--- src/rtl/gps_iq_collector.sv ---
// Epoch-driven deserialiser for one demodulator channel's serial IQ port; complete
// 6-word records are queued in a small FIFO and read out word by word.
module gps_iq_collector #(
  parameter int INTEG_BITS = 20,
  parameter int DEPTH      = 4
) (
  input  logic                     clk,
  input  logic                     rst,
  input  logic                     en,
  input  logic                     ms0,
  input  logic                     sout,
  output logic                     shift,
  output logic                     m_valid,
  input  logic                     m_ready,
  output logic [31:0]              m_data,
  output logic [2:0]               m_idx,
  output logic                     m_last,
  output logic [$clog2(DEPTH):0]   fill,
  output logic [7:0]               ovr_cnt,
  input  logic                     ovr_clr
);

  localparam int W  = INTEG_BITS;
  localparam int NB = 6 * W;
  localparam int BW = $clog2(NB);
  localparam int AW = $clog2(DEPTH);

  typedef enum logic [1:0] {IDLE, WAIT, SHIFT, PUSH} state_t;

  state_t                state, state_nxt;
  logic                  shift_nxt;
  logic                  push;
  logic                  pop;
  logic                  inc_ovr;
  logic                  full;
  logic [BW-1:0]         bcnt;
  logic [NB-1:0]         stage;
  logic [NB-1:0]         mem [DEPTH];
  logic [AW-1:0]         wr_ptr, rd_ptr;
  logic [NB-1:0]         head;
  logic signed [W-1:0]   head_word;

  assign full    = (fill == (AW + 1)'(DEPTH));
  assign m_valid = (fill != '0);
  assign m_last  = (m_idx == 3'd5);
  assign pop     = m_valid && m_ready && m_last;

  // A disabled collector always wins; otherwise a new epoch restarts capture and
  // throws away whatever was staged, since the demod has already reloaded.
  always_comb begin
    state_nxt = state;
    shift_nxt = 1'b0;
    push      = 1'b0;
    inc_ovr   = 1'b0;
    case (state)
      IDLE: begin
        if (en && ms0) state_nxt = WAIT;
      end
      WAIT: begin
        if (!en) begin
          state_nxt = IDLE;
        end else if (ms0) begin
          inc_ovr = 1'b1;
        end else begin
          state_nxt = SHIFT;
          shift_nxt = 1'b1;
        end
      end
      SHIFT: begin
        if (!en) begin
          state_nxt = IDLE;
        end else if (ms0) begin
          state_nxt = WAIT;
          inc_ovr   = 1'b1;
        end else if (bcnt == BW'(NB - 1)) begin
          state_nxt = PUSH;
        end else begin
          shift_nxt = 1'b1;
        end
      end
      PUSH: begin
        if (!en) begin
          state_nxt = IDLE;
        end else if (ms0) begin
          state_nxt = WAIT;
          inc_ovr   = 1'b1;
        end else begin
          state_nxt = IDLE;
          if (!full || pop) push = 1'b1;
          else              inc_ovr = 1'b1;
        end
      end
      default: state_nxt = IDLE;
    endcase
  end

  always_ff @(posedge clk) begin
    if (rst) begin
      state <= IDLE;
      shift <= 1'b0;
    end else begin
      state <= state_nxt;
      shift <= shift_nxt;
    end
  end

  always_ff @(posedge clk) begin
    if (rst) begin
      bcnt  <= '0;
      stage <= '0;
    end else begin
      if (state == WAIT)       bcnt <= '0;
      else if (state == SHIFT) bcnt <= bcnt + 1'b1;
      if (state == SHIFT)      stage <= {stage[NB-2:0], sout};
    end
  end

  // Record storage needs no reset: visibility is governed entirely by fill.
  always_ff @(posedge clk) begin
    if (push) mem[wr_ptr] <= stage;
  end

  always_ff @(posedge clk) begin
    if (rst) begin
      wr_ptr <= '0;
      rd_ptr <= '0;
      fill   <= '0;
      m_idx  <= '0;
    end else begin
      if (push) wr_ptr <= wr_ptr + 1'b1;
      if (pop)  rd_ptr <= rd_ptr + 1'b1;
      if (push && !pop)      fill <= fill + 1'b1;
      else if (pop && !push) fill <= fill - 1'b1;
      if (m_valid && m_ready) m_idx <= m_last ? 3'd0 : m_idx + 3'd1;
    end
  end

  always_ff @(posedge clk) begin
    if (rst || ovr_clr)                  ovr_cnt <= '0;
    else if (inc_ovr && ovr_cnt != 8'hFF) ovr_cnt <= ovr_cnt + 8'd1;
  end

  // Word 0 (ip) was shifted in first, so it sits in the top W bits of a record.
  always_comb begin
    head      = mem[rd_ptr];
    head_word = head[(5 - int'(m_idx)) * W +: W];
    m_data    = m_valid ? 32'(head_word) : 32'd0;
  end

endmodule

--- config.mk ---
export PLATFORM = sky130hd
export DESIGN_NAME = gps_iq_collector
export DESIGN_NICKNAME = d
export VERILOG_FILES = /design/src/rtl/gps_iq_collector.sv
export SDC_FILE = /design/constraint.sdc
export NUM_CORES = 1
export LEC_CHECK = 0
export CORE_ASPECT_RATIO = 1.75
export CORE_UTILIZATION = 60
export DETAILED_ROUTE_END_ITERATION = 16
export PLACE_DENSITY_LB_ADDON = 0.15
export SYNTH_ARGS = -nofsm -noshare
export SYNTH_HDL_FRONTEND = slang
export SYNTH_SLANG_ARGS = --single-unit
--- constraint.sdc ---
create_clock -name clk -period 17.55 [get_ports clk]
set_clock_uncertainty 0.1 [all_clocks]
set_input_delay 1.755 -clock clk [delete_from_list [all_inputs] [get_ports clk]]
set_output_delay 1.755 -clock clk [all_outputs]
set_load 0.01 [all_outputs]
==> flow_metrics.tcl <==
set metrics [dict create \
    outcome "completed" \
    worst_path_max_delay_cell "dfxtp_4" \
    synth-seq-cells 630 \
    p_per_area_nw_per_um2 100 \
    drive_gt1_share_pct 17.0 \
    grt_pass1_vias 16700 \
    drt-vias-per-instance 6.70 \
    finalCritPeriodShare_pct 41.6 \
    vias 16600 \
    place.gp.congestion 1.07 \
    synthTopCellsByCount "edfxtp_1, nor2_1, mux2i_1, dfxtp_1, mux4_2" \
    async_flop_share_pct 0 \
    switching_power_mw 0.704 \
    synth-edff-count 480 \
    ys_types 76 \
    fmax_mhz 137 \
    internal-power_mw 2.35 \
    critPathMostFrequentCell "ha_1" \
    cts_made_buffers 53 \
    antenna_found_initial 1 \
    post-cts-setup-buffers 0 \
    multiInputGateArea_sq_um 9740 \
    path_clk_slew_ns 0.06 \
    clkSinkCount 630 \
    hold_class "reg -> reg" \
    tns_ns 0 \
    diodes 0 \
    path_max_fanout 49 \
    setup_viol 0 \
    grt.overflow.total 0 \
    postPlaceCellArea_sq_um 28700 \
    cp.required_ns 15.69 \
    start_util_pct 60.9 \
    power_frac_seq_pct 52.4 \
    detail-route-antenna-nets 0 \
    fillers 3152 \
    maxSlewHeadroom_pct 1.59 \
    areaGrowthSynthToFinish_pct 9.10 \
    wl_per_cell_um 30.0 \
    nets 1878 \
    end_kind "output port" \
    io_pins 56 \
    r2r_start "m_idx[1]" \
    switching_share_pct 23.0 \
    register_area_sq_um 17400 \
    dp.cells 2380 \
    slowest_delay_ns 0.77 \
    drc 0 \
    dp_slack_ns 10.88 \
    routed_wl_um 74300 \
    p_leak_nw 9.87 \
    cap_violations 0 \
    ir_worst_vdd_v 0.000113 \
    worst_slack_ns 10.24 \
    ys_warn_count 0 \
    syn-cell-area_sq_um 28000 \
    hold_buffers 0 \
    drt_iter0_markers 1482 \
    syn_nets 1875 \
    grt.busiest_layer "met2" \
    syn-instance-count 1849 \
    drt_pass1_iterations 5 \
    die_w_um 165 \
    avgSynthCellArea_sq_um 15.1 \
    cts.repair.resized 0 \
    clk_path_buf_depth 3 \
    synth_top_area_cell "edfxtp_1" \
    root_buffer "clkbuf_16" \
    ys_seq_area_share_pct 62.3 \
    dieArea_sq_um 47500 \
    synth-main-ff-cell "edfxtp_1" \
    yosysTopAreaCellShare_pct 51.6 \
    crit_family "buffers and inverters" \
    crit_type "reg -> out" \
    clockPowerShare_pct 38.6 \
    rsz0062_at_grt "no" \
    min-delay-start "bcnt[5]" \
    grt_max_degree 82 \
    drv_slew 0 \
    io_buffers 55 \
    finalInstanceArea_sq_um 30500 \
    synth_area_leaders "edfxtp_1, dfxtp_1, mux4_2" \
    grt_first_pass_wirelength_um 110000 \
    grt_util_all_layers_pct 32.1 \
    worst-path-buf-inv 3 \
    die_h_um 288 \
    fin_cells 2479 \
    ctsHtreeMaxLevel 2 \
    crit_chain "inv_2 -> ha_1 -> ha_1 -> ha_1 -> xor2_1 -> buf_4 -> nor2_1 -> nor4b_1 -> a2bb2oi_1 -> nand3_1 -> a31oi_1 -> clkdlybuf4s50_1" \
    cp-startpoint "m_idx[1]" \
    hold_viol 0 \
    cts_tree "yes" \
    met3_usage_pct 3.72 \
    finalWorstPathRequiredPeriod_ns 7.31 \
    core_area_sq_um 45900 \
    cp.arrival_ns 5.45 \
    clock_latency_ns 0.60 \
    max_slew.worst_pin.slew_ns 1.47 \
    critPathLaunchType "flop" \
    hpwl_um 50800 \
    synth.most_common_cell "edfxtp_1" \
    fp-row-count 104 \
    combinationalPowerShare_pct 9.0 \
    use_met1_pct 39.1 \
    grtUsageMet2_pct 54.9 \
]
[state kept, by name (all words and copies together), names as in the netlist, named ones only]
register and flops:
mem 480, rd_ptr 2, m_idx 3, shift 1, state 2, stage 120
fill 3, ovr_cnt 8, bcnt 7, wr_ptr 2
[layout by cell type (no fill, tap or decap), types with 9 or more instances in the layout]
cell               n
edfxtp_1         480
nor2_1           207
mux2i_1          177
dfxtp_1          146
mux4_2           131
nand2_1          105
a21oi_1           62
mux2_2            58
clkbuf_16         54
clkdlybuf4s50_1   54
o21ai_0           40
buf_4             32
nand3_1           24
mux4_1            23
ha_1              16
a31oi_1           14
inv_1             13
nor3_1            12
o22ai_1           12
clkbuf_1          12
a311oi_1          11
a211oi_1          11
xnor2_1           11
clkinv_2           9
a22oi_1            9
[worst paths after layout]
kind | endpoint | slack, ns | cells past startpoint
max | m_data[7] | 10.24 | 12
min reg2reg | bcnt[5] | 0.41 | 2
min | bcnt[5] | 0.41 | 2
max reg2reg | mem[0][54] | 13.17 | 8
[power by group through the flow]
| stage | Combinational, mW | Clock (mW) | Sequential [mW] |
|---|---|---|---|
| after global routing | 0.290 | 1.24 | 1.60 |
| after global placement | 0.272 | 0 | 1.63 |
| after floorplan | 0.195 | 0 | 1.63 |
| final | 0.276 | 1.18 | 1.60 |
| after CTS | 0.275 | 1.19 | 1.60 |
| after detailed placement | 0.274 | 0 | 1.63 |
[stage by stage]
stage	utilization, %	total power, mW	hold slack [ns]
floorplan	-	1.83	0.358
global placement	62.6	1.90	0.371
detailed placement	62.6	1.91	0.390
CTS	66.4	3.07	0.401
global route	66.4	3.14	0.435
finish	66.4	3.06	0.405
[worst reg2reg max path, stage by stage, from the launching register on]
cell and delay [ns]:
dfxtp_4 0.54, inv_2 0.49, ha_1 0.23, and2_1 0.29, a2111oi_1 0.20, nor3_1 0.20, buf_4 0.20, and2_4 0.81
buf_4 0.89
[cell type report]
cell class	instances	share of cell area, %
clock inverter	28	0.944
inverter	16	0.201
sequential	630	57.2
timing repair buffer	86	2.56
tap	583	2.39
multi-input combinational	1065	31.9
clock buffer	71	4.80
[metal layers]
metal | vias to the layer above | wire, um | share of wire (%)
met2 | 604 | 38000 | 51
met4 | 2 | 4910 | 6.6
met5 | - | 13 | 0.018
met1 | 8552 | 27600 | 37
li1 | 7247 | - | -
met3 | 207 | 3750 | 5.0
[kinds of logic after synthesis]
| kind of cell | share of synthesized area [%] |
|---|---|
| fa+ha+maj | 0.904 |
| xor+xnor | 0.564 |
| buf+inv | 2.95 |
| simple gates | 5.96 |
| flops | 62.3 |
| compound gates | 5.93 |
| mux | 21.4 |
(Power assumes the default switching activity.)
==> patch, RTL diff (config.mk and constraints unchanged) <==
Put one more register stage on the output `ovr_cnt`, without a reset. The value now appears one clock later. The other outputs are not delayed to match.
--- a/src/rtl/gps_iq_collector.sv
+++ b/src/rtl/gps_iq_collector.sv
@@ -28,2 +28,4 @@
   typedef enum logic [1:0] {IDLE, WAIT, SHIFT, PUSH} state_t;
+
+  logic [7:0] ovr_cnt_s0;
 
@@ -138,4 +140,4 @@
   always_ff @(posedge clk) begin
-    if (rst || ovr_clr)                  ovr_cnt <= '0;
-    else if (inc_ovr && ovr_cnt != 8'hFF) ovr_cnt <= ovr_cnt + 8'd1;
+    if (rst || ovr_clr)                  ovr_cnt_s0 <= '0;
+    else if (inc_ovr && ovr_cnt_s0 != 8'hFF) ovr_cnt_s0 <= ovr_cnt_s0 + 8'd1;
   end
@@ -149,2 +151,6 @@
 
+  always_ff @(posedge clk) begin
+    ovr_cnt <= ovr_cnt_s0;
+  end
+
 endmodule
Formal check against the unedited RTL: not equivalent (a bounded check fails within 4 cycles, from zero or initial values and one cycle with rst high).
==> patch against the original RTL <==
Sequential cell count increased by 8. First-iteration DRC count increased by 30%. Synthesized cell count increased by 9.8%. Total power increased by 1.4%. Worst setup slack got worse by 0.24 ns. Sequential share of layout area decreased by 1.2 points. Final area increased by 3.1%. Cell count increased by 7.5%. Routed wire length increased by 21%. Core utilization increased by 0.28 points. Synthesized area increased by 3.1%. Combinational power increased by 8.0%. Largest cell class unchanged.
==> patch: results (changes against the original RTL) <==
[run_status]
status=completed

[global_route]
grt_max_degree=88  ; +7.3%
grt_pass1_vias=18600  ; +11%
grt_pass1_wl_microns=129000  ; +18%
antenna_found_initial=2  ; +1
track_usage=0.373  ; +0.0517

[placement]
gp_congestion=1.13  ; +5.6%
pre_cts_ws_ns=10.83  ; -0.0512 ns
hpwlAfterDp_microns=61300  ; +21%
dp.cells=2568  ; +7.9%

[synth]
synth_cell_types=83  ; +9.2%
yosysSeqAreaShare=0.610  ; -0.0131
postSynthCellCount=2031  ; +9.8%
ys_top_cells_by_count=edfxtp_1, mux2i_1, nor2_1, dfxtp_1, nand2_1
synth_area_leaders=edfxtp_1, dfxtp_1, mux4_2
synth_edf_count=480  ; unchanged

[final_layout]
final_cells=2665  ; +7.5%
num-nets-final=2061  ; +9.7%
drive_gt1_frac=0.167  ; -0.00324
largestRegisters=mem (480), stage (120)

[critical_path]
crit_arrival_ns=5.69  ; +0.24 ns
cp_slowest_cell=fa_2
rrSetupSlack_ns=13.16  ; about the same
crit_path_max_incr_delay_ns=1.02  ; +0.25 ns
crit_fanout=29  ; -41%

[drt]
finalWirelength_microns=89900  ; +21%
first_pass_iters=5  ; unchanged
drt_iter0_drc=1933  ; +30%
viasPerCell=6.92  ; +3.3%

[cts]
ctsHtreeMaxLevel=2  ; unchanged
cts_made_buffers=52  ; -1.9%
clkSlewWorstSetupHoldPaths_ns=0.08  ; +0.02 ns

[power_and_ir_drop]
max-vdd-ir-drop_mv=0.139  ; +23%
p_leak_uw=0.0103  ; +4.0%

[timing]
slew_headroom=0.151  ; +0.135
whs_ns=0.293  ; -0.112 ns
fmax_mhz=133  ; -3.1%

==> patch: metrics by stage <==
stage | total power [uW] | area [sq um]
6_report | 3100 | 31400
3_5_place_dp | 1940 | 29700
3_3_place_gp | 1940 | 29700
4_1_cts | 3100 | 31400
5_1_grt | 3170 | 31400
2_1_floorplan | 1850 | 28800
==> patch: cells by family (layout without fill, tap and decap cells) <==
family          after synthesis  in the layout  synth area share
flops                       638            638             0.610
xor+xnor                     18             18           0.00547
simple gates                474            474            0.0735
compound gates              311            311            0.0774
buf+inv                     166            212            0.0304
fa+ha+maj                    19             19           0.00877
mux                         405            405             0.195
==> patch: area by class of cell <==
type                    count  area [sq um]
repair buffers            100           886
flip-flops and latches    638         17600
well taps                 588           736
multi-input cells        1227         10400
fillers                  3272         15700
clock buffers              74          1520
inverters                  16          62.6
clock inverters            22           244
==> patch: worst paths after layout <==
path                            depth (start not counted)    endpoint          start
worst max-delay path                                    8  m_data[19]       m_idx[0]
worst min-delay path                                    0  ovr_cnt[5]  ovr_cnt_s0[5]
worst max register to register                          8  mem[1][32]       m_idx[0]
worst min register to register                          0  ovr_cnt[5]  ovr_cnt_s0[5]
==> patch: report_power, final <==
part / total [uW] / leakage (uW) / internal (uW) / switching [uW]
logic: 298 / 0.00368 / 108 / 190
clock network: 1180 / 0.000865 / 654 / 526
registers: 1620 / 0.00572 / 1610 / 8.95
==> patch: critical path, delay by kind of cell, from the launching register on <==
kind | cells | cell delay, ns
adders and majority gates | 1 | 1.02
and+or+nand+nor | 2 | 0.82
DFF | 1 | 0.61
buffers and inverters | 2 | 0.86
AOI/OAI and AO/OA | 3 | 1.75
==> patch: routing by layer <==
metal,track usage,share of wire,wire (microns),vias to the layer above
met5,0,0.00027,24,-
met4,0.285,0.091,8200,4
met3,0.0802,0.072,6480,340
met2,0.624,0.49,44300,930
met1,0.416,0.34,30900,9282
li1,-,-,-,7884
